[config.mk]
export PLATFORM = sky130hd
export DESIGN_NAME = line_fill_buffer_flat
export DESIGN_NICKNAME = d
export VERILOG_FILES = /design/src/rtl/line_fill_buffer_if.sv /design/src/rtl/line_fill_buffer.sv /design/src/flat_wrapper.sv
export SDC_FILE = /design/constraint.sdc
export NUM_CORES = 1
export LEC_CHECK = 0
export CORE_AREA = 2 2 185 187
export DETAILED_ROUTE_END_ITERATION = 12
export DIE_AREA = 0 0 187 189
export GPL_ROUTABILITY_DRIVEN = 0
export PLACE_DENSITY = 0.76
export SLEW_MARGIN = 10
export SYNTH_ARGS = -nofsm -noshare
export SYNTH_HDL_FRONTEND = slang
export SYNTH_SLANG_ARGS = --single-unit
[constraint.sdc]
create_clock -name Clk -period 4.5 [get_ports Clk]
set_clock_uncertainty 0.15 [all_clocks]
set_input_delay 0.675 -clock Clk [delete_from_list [all_inputs] [get_ports Clk]]
set_output_delay 0.675 -clock Clk [all_outputs]
set_load 0.05 [all_outputs]
[src/rtl/line_fill_buffer_if.sv]
// Word-wide memory read bus between the line fill buffer and memory.
// Master issues MemReq/MemAddr; slave answers with MemAck/MemRData.
interface line_fill_buffer_if;
  logic        MemReq;
  logic [31:0] MemAddr;
  logic [31:0] MemRData;
  logic        MemAck;

  modport master (
    output MemReq,
    output MemAddr,
    input  MemRData,
    input  MemAck
  );

  modport slave (
    input  MemReq,
    input  MemAddr,
    output MemRData,
    output MemAck
  );
endinterface

[src/rtl/line_fill_buffer.sv]
// Fills one 8-word cache line from the memory bus, critical word first.
// Ports: Clk/Rst, Enable/MissAddr in; LineData/LineAddr/FirstWord/FirstWordData/Completed/Busy out; mem bus.
module line_fill_buffer #(
  parameter int CRITICAL_FIRST = 1
) (
  input  logic                 Clk,
  input  logic                 Rst,
  input  logic                 Enable,
  input  logic [31:0]          MissAddr,
  output logic [255:0]         LineData,
  output logic [31:0]          LineAddr,
  output logic                 FirstWord,
  output logic [31:0]          FirstWordData,
  output logic                 Completed,
  output logic                 Busy,
  line_fill_buffer_if.master   mem
);

  typedef enum logic [1:0] {
    IDLE,
    FILL,
    DONE
  } state_t;

  state_t     state;
  state_t     state_nxt;
  logic [2:0] idx;
  logic [2:0] count;
  logic       start;
  logic       capture;

  always_ff @(posedge Clk) begin
    if (Rst) begin
      state <= IDLE;
    end else begin
      state <= state_nxt;
    end
  end

  always_comb begin
    state_nxt  = state;
    start      = 1'b0;
    capture    = 1'b0;
    mem.MemReq = 1'b0;
    Completed  = 1'b0;
    Busy       = 1'b0;
    unique case (state)
      IDLE: begin
        if (Enable) begin
          start     = 1'b1;
          state_nxt = FILL;
        end
      end
      FILL: begin
        Busy       = 1'b1;
        mem.MemReq = 1'b1;
        capture    = mem.MemAck;
        if (capture && count == 3'd7) begin
          state_nxt = DONE;
        end
      end
      DONE: begin
        Busy      = 1'b1;
        Completed = 1'b1;
        state_nxt = IDLE;
      end
      default: state_nxt = IDLE;
    endcase
  end

  assign mem.MemAddr = {LineAddr[31:3], idx};

  always_ff @(posedge Clk) begin
    if (Rst) begin
      LineData      <= '0;
      LineAddr      <= '0;
      FirstWord     <= 1'b0;
      FirstWordData <= '0;
      idx           <= '0;
      count         <= '0;
    end else begin
      FirstWord <= 1'b0;
      if (start) begin
        LineAddr <= {MissAddr[31:3], 3'b000};
        idx      <= (CRITICAL_FIRST != 0) ? MissAddr[2:0] : 3'd0;
        count    <= '0;
      end
      if (capture) begin
        LineData[{idx, 5'd0} +: 32] <= mem.MemRData;
        // 3-bit index wraps 7 -> 0 for critical-first order
        idx   <= idx + 3'd1;
        count <= count + 3'd1;
        if (count == 3'd0) begin
          FirstWord     <= 1'b1;
          FirstWordData <= mem.MemRData;
        end
      end
    end
  end

endmodule

[src/flat_wrapper.sv]
// flat-port wrapper written by rule: the top's interface ports become plain ports
module line_fill_buffer_flat 
#(
  parameter int CRITICAL_FIRST = 1
)
  (Clk, Rst, Enable, MissAddr, LineData, LineAddr, FirstWord, FirstWordData, Completed, Busy, mem_MemReq, mem_MemAddr, mem_MemRData, mem_MemAck);
  line_fill_buffer_if mem_i ();
  input  logic Clk;
  input  logic Rst;
  input  logic Enable;
  input  logic [31:0] MissAddr;
  output logic [255:0] LineData;
  output logic [31:0] LineAddr;
  output logic FirstWord;
  output logic [31:0] FirstWordData;
  output logic Completed;
  output logic Busy;
  output wire logic [$bits(mem_i.MemReq)-1:0] mem_MemReq;
  output wire logic [$bits(mem_i.MemAddr)-1:0] mem_MemAddr;
  input wire logic [$bits(mem_i.MemRData)-1:0] mem_MemRData;
  input wire logic [$bits(mem_i.MemAck)-1:0] mem_MemAck;
  assign mem_MemReq = mem_i.MemReq;
  assign mem_MemAddr = mem_i.MemAddr;
  assign mem_i.MemRData = mem_MemRData;
  assign mem_i.MemAck = mem_MemAck;
  line_fill_buffer #(.CRITICAL_FIRST(CRITICAL_FIRST)) u_core (.Clk(Clk), .Rst(Rst), .Enable(Enable), .MissAddr(MissAddr), .LineData(LineData), .LineAddr(LineAddr), .FirstWord(FirstWord), .FirstWordData(FirstWordData), .Completed(Completed), .Busy(Busy), .mem(mem_i));
endmodule
==> flow_summary.ini <==
[outcome]
outcome = finished clean

[critical_path]
r2r_end = u_core.LineData[112]
crit_buf_inv = 2
cp_slowest_cell = ha_4
critical_path.top_delay_family = adder cells
critical_path_class = register to register
rrSetupSlack_ns = 1.12
cp-start-kind = register
worstPathArrival_ns = 3.69
crit_fanout = 75
cp_cell_sequence = inv_1, ha_1, ha_4, buf_4, nand3b_1, nor3_1, a31o_2
reg2reg_from = u_core.idx[1]
cp_slowest_stage_delay_ns = 0.75
cp.required_ns = 4.81
r2r_cells = 7
endpoint_kind = register
crit_start = u_core.idx[1]

[layout]
final_common_cell = clkdlybuf4s50_1
area_growth_pct = 41.23
fin_nets = 1766
final_cell_mix = clkdlybuf4s50_1, dfxtp_1, nand2_1
fin_util_pct = 55.85
regArea_um2 = 6526
multiInputGateArea_um2 = 5797
fillCellCount = 2843
layout-drive-gt1-share_pct = 13.20
fin_area_um2 = 18590

[synthesis]
postSynth.asyncResetShare_pct = 0
synth_area_leaders = dfxtp_1, a31o_2, nand2_1
synth_seq_area_share_pct = 49.59
synthCells = 1397
synth_seq_cells = 326
synth_top_area_share_pct = 49.59
netlist_area_um2 = 13160
yosys_warnings = 0
synthFlopType = dfxtp_1
syn_area_per_cell_um2 = 9.421
yosys.area.top_type = dfxtp_1
synth_cell_types = 44
synth_edf_count = 0

[floorplan]
io_pins = 424
start_util_pct = 39.55
dieWidth_um = 187
coreArea_um2 = 33280
die_y_um = 189
dieArea_um2 = 35340
fp-row-count = 67

[sta]
fin_crit_ns = 3.380
period_share_pct = 75.12
timing.fmax_mhz = 295.8
rsz0062_at_grt = no
final_max_slew_viol_count = 0
worst_pin_slew_ns = 1.205
slew_headroom_pct = 19.64
hold_viol = 0
fin_tns_setup_ns = 0
hold_ws_ns = 0.3017
setup_viol = 0

[detailed_routing]
wl_per_cell_um = 22.88
first_iter_violations = 954
antenna_left = 0
vias = 12430
vias_per_cell = 5.735
dr.pass1.iters = 6
drt-total-wl_um = 49580
drc = 0

[cts]
hold_buffers = 0
cts_setup_buffers = 0
clkLatencyLatePin_ns = 0.53
clk_pin_slew_ns = 0.06
cts_made_buffers = 36
htreeDepth = 2
root_buffer = clkbuf_16
cts_buffer_depth = 3
post_cts_resized = 0
cts.sinks = 326
cts_tree = yes

[worst_hold_path]
hp-class = register to register
whs_endpoint = u_core.FirstWordData[26]
hold_start = u_core.FirstWordData[26]
holdPathStages = 2

[global_route]
grt_max_degree = 135
grt.total_usage_pct = 26.62
grt-ovfl-total = 0
antenna_found_initial = 6
grt_pass1_vias = 11750
grt_pass1_wl_um = 73110

[place]
hpwl_um = 32740
portBuffers = 420
post_dp_cell_area_um2 = 17290

[pwr]
finalPower_w = 0.008731
power_density_nw_per_um2 = 469.7
max-vdd-ir-drop_v = 0.0003321
p_leak_nw = 6.753

[flow_run]
cap_violations = 0
-- how the worst max path moves through the flow --
stage                                      end  slack [ns]  cells past startpoint
after floorplan           u_core.LineData[211]        1.56                     10
after global placement     u_core.LineData[29]        1.15                      4
after detailed placement   u_core.LineData[28]        1.01                      4
after CTS                  u_core.LineData[28]        1.13                      6
after global routing       u_core.LineData[26]        0.87                      6
final                     u_core.LineData[112]        1.12                      7
-- state kept, by name, summed over array words and instances, names as in the netlist --
signal and flops:
u_core.idx 3, u_core.LineAddr 29, u_core.FirstWord 1, u_core.FirstWordData 32, u_core.LineData 256, u_core.count 3
u_core.state 2
-- routing by layer --
metal	routed length, µm	global-route usage, %	vias up
li1	-	-	5653
met1	20490	33.41	6056
met2	22980	43.01	608
met3	4012	6.691	111
met4	2106	12.55	0
met5	0	0	-
-- area by class of cell --
cell class | instances | share of cell area (%)
multi-input combinational | 874 | 31.19
inverter | 8 | 0.2019
clock buffer | 50 | 5.735
timing repair buffer | 440 | 23.48
antenna | 7 | 0.09424
tap | 448 | 3.016
clock inverter | 14 | 1.178
sequential | 326 | 35.11
-- metrics by stage --
step | worst slack, ns | instances
2_1_floorplan | 1.562 | 1399
3_3_place_gp | 1.152 | 2096
3_5_place_dp | 1.005 | 2096
4_1_cts | 1.128 | 2160
5_1_grt | 0.8664 | 2165
6_report | 1.120 | 2167
-- worst min-delay path, stage by stage, from the launching register on --
cell	delay (ns)
dfxtp_1	0.30
nand2_1	0.05
a21oi_1	0.05
-- logic make-up (layout without fill, tap and decap cells) --
family                   Yosys count  after routing  synth area share (%)
AO/OA/AOI/OAI                    317            317                 17.25
multiplexers                      73             73                 5.552
other                              1             10               0.02849
buffers and inverters            199            512                 6.864
flip-flops                       326            326                 49.59
adder cells (fa/ha/maj)           12             12                 1.141
AND/OR/NAND/NOR                  469            469                 19.58
-- cells in the mapped netlist, types with 6 or more instances --
master	n
nand2_1	206
or3b_2	19
nand3b_1	23
clkbuf_1	137
nand4_1	28
inv_1	7
nor3_1	8
mux2i_1	73
nand3_1	6
buf_4	32
buf_2	11
nor4b_1	29
nand2b_1	32
a31o_2	114
a21oi_1	90
ha_1	12
o211ai_1	32
dfxtp_1	326
a31o_1	14
nor2_1	8
o41ai_1	28
buf_1	8
nor4_1	92
o21ai_0	30
-- report_power, final --
group          total [W]  switching, W  internal, W
combinational    0.00247       0.00183     0.000635
sequential       0.00310     0.0000887      0.00301
clock            0.00316       0.00121      0.00195
Note: power is estimated with default switching activity, not from simulation.
